--- src/rtl/timer_pkg.sv ---
// Shared definitions for the PWM timer and PWM capture blocks:
// register map, FSM state encoding and STATUS bit positions.
package timer_pkg;

    localparam logic [1:0] ADDR_HIGH   = 2'd0;
    localparam logic [1:0] ADDR_PERIOD = 2'd1;
    localparam logic [1:0] ADDR_STOP   = 2'd2;
    localparam logic [1:0] ADDR_STATUS = 2'd3;

    typedef enum logic [2:0] {
        IDLE = 3'd0,
        ARM  = 3'd1,
        HIGH = 3'd2,
        LOW  = 3'd3,
        DONE = 3'd4
    } cap_state_t;

    localparam int ST_BUSY    = 0;
    localparam int ST_DONE    = 1;
    localparam int ST_TIMEOUT = 2;
    localparam int ST_CNT_LSB = 8;

endpackage

--- src/rtl/pwm_edge_sync.sv ---
// Brings the asynchronous PWM input into the clock domain and emits
// single-cycle rise/fall pulses with a fixed latency.
module pwm_edge_sync #(
    parameter int SYNC_STAGES = 2
) (
    input  logic i_clk,
    input  logic i_rst_n,
    input  logic i_pwm,
    output logic o_rise,
    output logic o_fall
);

    logic [SYNC_STAGES-1:0] r_sync;
    logic                   r_prev;
    logic                   w_sync;

    assign w_sync = r_sync[SYNC_STAGES-1];

    always_ff @(posedge i_clk or negedge i_rst_n) begin
        if (!i_rst_n) begin
            r_sync <= '0;
            r_prev <= 1'b0;
        end else begin
            r_sync <= {r_sync[SYNC_STAGES-2:0], i_pwm};
            r_prev <= w_sync;
        end
    end

    assign o_rise = w_sync & ~r_prev;
    assign o_fall = ~w_sync & r_prev;

endmodule

--- src/rtl/pwm_capture.sv ---
// Measures high time and rising-to-rising period of an incoming PWM signal
// over a programmed number of periods; register-mapped on a 2-bit bus.
module pwm_capture
    import timer_pkg::*;
#(
    parameter int DATA_W      = 16,
    parameter int CYCLE_W     = 7,
    parameter int SYNC_STAGES = 2
) (
    input  logic              i_clk,
    input  logic              i_rst_n,
    input  logic              i_start,
    input  logic              i_we,
    input  logic              i_re,
    input  logic [1:0]        i_addr,
    input  logic [DATA_W-1:0] i_wdata,
    input  logic              i_pwm,
    output logic [DATA_W-1:0] o_rdata,
    output logic              o_rvalid,
    output logic              o_capture_end,
    output logic              o_timeout
);

    cap_state_t         r_state, w_next;
    logic [DATA_W-1:0]  r_run, r_high, r_period, r_rdata;
    logic [CYCLE_W-1:0] r_stop, r_target, r_count;
    logic               r_done, r_timeout, r_rvalid;

    logic               w_rise, w_fall, w_run_max, w_busy;
    logic               w_arm, w_restart, w_lat_high, w_lat_per, w_to, w_end;
    logic [CYCLE_W-1:0] w_count_nxt;
    logic [DATA_W-1:0]  w_run_p1, w_status, w_rd_mux;
    logic               w_unused_wdata;

    pwm_edge_sync #(.SYNC_STAGES(SYNC_STAGES)) u_sync (
        .i_clk   (i_clk),
        .i_rst_n (i_rst_n),
        .i_pwm   (i_pwm),
        .o_rise  (w_rise),
        .o_fall  (w_fall)
    );

    assign w_run_max   = &r_run;
    // A measured length of 2^DATA_W is not representable; clamp instead of wrapping.
    assign w_run_p1    = w_run_max ? r_run : r_run + DATA_W'(1);
    assign w_count_nxt = r_count + CYCLE_W'(1);
    assign w_busy      = (r_state != IDLE);

    always_ff @(posedge i_clk or negedge i_rst_n) begin
        if (!i_rst_n) r_state <= IDLE;
        else          r_state <= w_next;
    end

    always_comb begin
        w_next     = r_state;
        w_arm      = 1'b0;
        w_restart  = 1'b0;
        w_lat_high = 1'b0;
        w_lat_per  = 1'b0;
        w_to       = 1'b0;
        w_end      = 1'b0;
        case (r_state)
            IDLE: if (i_start && r_stop != '0) begin
                w_arm  = 1'b1;
                w_next = ARM;
            end
            ARM: if (w_rise) begin
                w_restart = 1'b1;
                w_next    = HIGH;
            end else if (w_run_max) begin
                w_to   = 1'b1;
                w_next = IDLE;
            end
            HIGH: if (w_fall) begin
                w_lat_high = 1'b1;
                w_next     = LOW;
            end else if (w_run_max) begin
                w_to   = 1'b1;
                w_next = IDLE;
            end
            LOW: if (w_rise) begin
                w_lat_per = 1'b1;
                if (w_count_nxt == r_target) begin
                    w_next = DONE;
                end else begin
                    w_restart = 1'b1;
                    w_next    = HIGH;
                end
            end else if (w_run_max) begin
                w_to   = 1'b1;
                w_next = IDLE;
            end
            DONE: begin
                w_end  = 1'b1;
                w_next = IDLE;
            end
            default: w_next = IDLE;
        endcase
    end

    always_ff @(posedge i_clk or negedge i_rst_n) begin
        if (!i_rst_n) begin
            r_run     <= '0;
            r_high    <= '0;
            r_period  <= '0;
            r_target  <= '0;
            r_count   <= '0;
            r_done    <= 1'b0;
            r_timeout <= 1'b0;
        end else begin
            if (w_arm) begin
                r_run     <= '0;
                r_count   <= '0;
                r_done    <= 1'b0;
                r_timeout <= 1'b0;
                r_target  <= r_stop;
            end else if (w_restart) begin
                r_run <= '0;
            end else if ((r_state == ARM || r_state == HIGH || r_state == LOW) && !w_run_max) begin
                r_run <= r_run + DATA_W'(1);
            end
            if (w_lat_high) r_high <= w_run_p1;
            if (w_lat_per) begin
                r_period <= w_run_p1;
                r_count  <= w_count_nxt;
            end
            if (w_to)  r_timeout <= 1'b1;
            if (w_end) r_done    <= 1'b1;
        end
    end

    always_comb begin
        w_status                           = '0;
        w_status[ST_BUSY]                  = w_busy;
        w_status[ST_DONE]                  = r_done;
        w_status[ST_TIMEOUT]               = r_timeout;
        w_status[ST_CNT_LSB +: CYCLE_W]    = r_count;
        case (i_addr)
            ADDR_HIGH:   w_rd_mux = r_high;
            ADDR_PERIOD: w_rd_mux = r_period;
            ADDR_STOP:   w_rd_mux = DATA_W'(r_stop);
            default:     w_rd_mux = w_status;
        endcase
    end

    // Read mux samples pre-write state, so a same-cycle STOP write reads back old.
    always_ff @(posedge i_clk or negedge i_rst_n) begin
        if (!i_rst_n) begin
            r_stop   <= '0;
            r_rdata  <= '0;
            r_rvalid <= 1'b0;
        end else begin
            if (i_we && i_addr == ADDR_STOP) r_stop <= i_wdata[CYCLE_W-1:0];
            if (i_re) r_rdata <= w_rd_mux;
            r_rvalid <= i_re;
        end
    end

    assign w_unused_wdata = ^i_wdata[DATA_W-1:CYCLE_W];

    assign o_rdata       = r_rdata;
    assign o_rvalid      = r_rvalid;
    assign o_capture_end = w_end;
    assign o_timeout     = r_timeout;

endmodule

--- config.mk ---
export PLATFORM = sky130hd
export DESIGN_NAME = pwm_capture
export DESIGN_NICKNAME = d
export VERILOG_FILES = /design/src/rtl/timer_pkg.sv /design/src/rtl/pwm_edge_sync.sv /design/src/rtl/pwm_capture.sv
export SDC_FILE = /design/constraint.sdc
export NUM_CORES = 1
export LEC_CHECK = 0
export ABC_AREA = 0
export ABC_CLOCK_PERIOD_IN_PS = 2300
export CAP_MARGIN = 20
export CORE_ASPECT_RATIO = 1.4
export CORE_MARGIN = 4
export CORE_UTILIZATION = 57
export CTS_BUF_LIST = sky130_fd_sc_hd__clkbuf_4 sky130_fd_sc_hd__clkbuf_8
export DETAILED_ROUTE_END_ITERATION = 8
export GPL_TIMING_DRIVEN = 1
export PLACE_DENSITY = 0.82
export SETUP_SLACK_MARGIN = 0.02
export SLEW_MARGIN = 20
export SYNTH_ARGS = -nofsm -noshare
export SYNTH_HDL_FRONTEND = slang
export SYNTH_HIERARCHICAL = 1
export SYNTH_SLANG_ARGS = --single-unit
--- constraint.sdc ---
create_clock -name i_clk -period 2.3 [get_ports i_clk]
set_clock_uncertainty 0.2 [all_clocks]
set_input_delay 0.69 -clock i_clk [delete_from_list [all_inputs] [get_ports i_clk]]
set_output_delay 0.69 -clock i_clk [all_outputs]
set_load 0.01 [all_outputs]
==> flow_summary.toml <==
[outcome]
status = "finished clean"

[floorplan]
initial_utilization = 0.590
dieArea_um2 = 9640
rows = 38
ios = 43
die_h_um = 115
core_um2 = 7850
die_w_um = 84.1

[logic_synthesis]
synth_ff_type = "dfrtp_1"
synth.distinct_cells = 46
synth_fp_nets = 480
synth.area.top_cells = "dfrtp_1 (51%), o21ai_0 (4.5%), xnor2_1 (4.5%)"
synth.avg_cell_area_um2 = 10.2
ys_ff_latch = 94
netlist_area_um2 = 4630
synth_top_cell_by_area = "dfrtp_1"
synth_cells = 454
synth_edf_count = 0
ys_top_cells_by_count = "dfrtp_1 (94), nor2_1 (51), nand2_1 (46), o21ai_0 (42), a21oi_1 (26)"
yosysWarnings = 6
seq_area_frac_synth = 0.508
synth_top_area_frac = 0.508
synth_most_common_cell = "dfrtp_1"
async_flop_share = 1.00

[critical_path]
critical_path.max_fanout = 3
r2r_slack_ps = 130
r2r_cells = 8
cpLargestDelayFamily = "buffers and inverters"
crit_path_end_kind = "output pin"
path_class = "flip-flop to output pin"
critPathLaunchType = "flip-flop"
cp.depth = 1
worstPathRequired_ps = 1410
arrival_ps = 1340
cp_slowest_cell = "clkdlybuf4s50_1"
cp_num_buf_inv = 1
cpPeakStageDelay_ps = 560
crit_chain = "clkdlybuf4s50_1"

[place]
gp_congestion = 0.880
portBuffers = 33
dpl_cell_area_um2 = 5300
dp_hpwl_um = 7630
place_ws_ps = -175

[global_routing]
grt_overflow = 0
antenna_found_initial = 0
grt_first_pass_wirelength_um = 17600
grt.total_usage = 0.232
grt_max_degree = 44
grt_pass1_vias = 3725

[finish]
final_area_um2 = 5510
num_antenna_cells = 0
area_growth_pct = 19.0
nets = 537
drive_above_1_share = 0.167
multiInputGateArea_um2 = 2130
seq_area_um2 = 2350
n_fill_cell = 550

[route]
ant_nets = 0
drc = 0
via_count = 3601
dr.pass1.iters = 5
wl_per_cell_um = 16.9
drtIter0Drc = 318
routed_via_density = 5.85
wl_um = 10400

[clock_tree]
worstSkewPairLatency_ps = 370
cts_tree = "yes"
cts_made_buffers = 9
path_clk_slew_ps = 100
ctsHtreeMaxLevel = 3
ctsRootBufferMaster = "clkbuf_8"
cts_hold_buf = 0
cts_max_path_buffers = 2
cts_sinks = 94

[sta]
fmax_ghz = 0.448
fin_crit_sh = 0.971
finalWorstSetupSlack_ps = 65.6
rsz0062_at_grt = "false"
period_needed_ps = 2230
setup_violations = 0
finalHoldViolations = 0
slew_headroom = 0.601
worst_hold_slack_ps = 42.2
worst_pin_slew_ps = 592
finalMaxSlewViolations = 0

[power]
pwr_density_cell_nw_per_um2 = 901
peakVddDrop_mv = 0.561
p_leak_nw = 2.40
power_mw = 4.96

[run]
drv_cap = 0

[min_path]
hp-class = "input pin to asynchronous set/reset pin"
metrics by stage:
step,cells,TNS [ps],utilization
final,616,0,0.702
after global routing,616,0,0.702
after CTS,616,0,0.702
after detailed placement,600,-3370,0.676
after global placement,600,-2840,0.676
after floorplan,454,0,-
repair_timing:
action                     in CTS  in global routing
resized for setup               2                  2
buffers inserted                0                  0
setup endpoints to repair       1                  2
pin swaps                       0                  1
kinds of logic after synthesis:
group | Yosys count | synth area share
AO/OA/AOI/OAI | 99 | 0.128
XOR/XNOR | 33 | 0.0657
adder cells (fa/ha/maj) | 2 | 0.00541
buffers and inverters | 30 | 0.0322
flip-flops | 94 | 0.508
multiplexers | 38 | 0.0949
AND/OR/NAND/NOR | 158 | 0.165
metal layers:
| metal | GRT usage | vias up | wire length [um] |
|---|---|---|---|
| li1 | - | 1698 | - |
| met5 | 0 | - | 0 |
| met1 | 0.270 | 1764 | 4120 |
| met4 | 0.127 | 0 | 409 |
| met3 | 0.0382 | 32 | 451 |
| met2 | 0.405 | 107 | 5440 |
where the power goes:
group	total (mW)	switching [mW]	internal, mW
combinational	1.57	0.818	0.752
sequential	2.25	0.263	1.99
clock	1.14	0.604	0.540
final timing paths:
kind,startpoint,to
hold / removal,i_rst_n,o_rdata[1]
min in group i_clk,u_sync/r_sync[0],u_sync/r_sync[1]
hold reg to reg,u_sync/r_sync[0],u_sync/r_sync[1]
max in group asynchronous,i_rst_n,r_period[10]
setup / recovery,o_timeout,o_timeout
setup reg to reg,r_count[0],r_run[12]
sequential cells by signal, summed over array words and instances, names as in the netlist:
name / count
r_period: 16
u_sync/r_prev: 1
r_done: 1
r_target: 7
r_count: 7
r_run: 16
o_rdata: 16
r_state: 3
r_stop: 7
o_rvalid: 1
u_sync/r_sync: 2
r_high: 16
o_timeout: 1
layout by cell type, fill, tap and decap left out, types with 4 or more instances in the layout:
| cell type | n |
|---|---|
| nand2_1 | 46 |
| nand3_1 | 17 |
| mux2_2 | 17 |
| clkdlybuf4s50_1 | 31 |
| nand4_1 | 6 |
| and4_1 | 4 |
| buf_12 | 5 |
| mux2i_1 | 18 |
| nor2_1 | 50 |
| nor2b_1 | 5 |
| a211oi_1 | 10 |
| and2_1 | 7 |
| o21ai_0 | 42 |
| dfrtp_1 | 94 |
| buf_4 | 35 |
| clkbuf_8 | 10 |
| and3_1 | 5 |
| inv_1 | 4 |
| nor3_1 | 5 |
| xor2_1 | 8 |
| a21oi_1 | 26 |
| xnor2_1 | 24 |
layout make-up:
class                           instances  share of cell area
Clock inverter                          6              0.0125
Inverter                                4             0.00273
Tap cell                              100              0.0227
Clock buffer                           10              0.0250
Sequential cell                        94               0.427
Multi-Input combinational cell        330               0.387
Timing Repair Buffer                   72               0.123
Power figures use the tool's default switching activity.
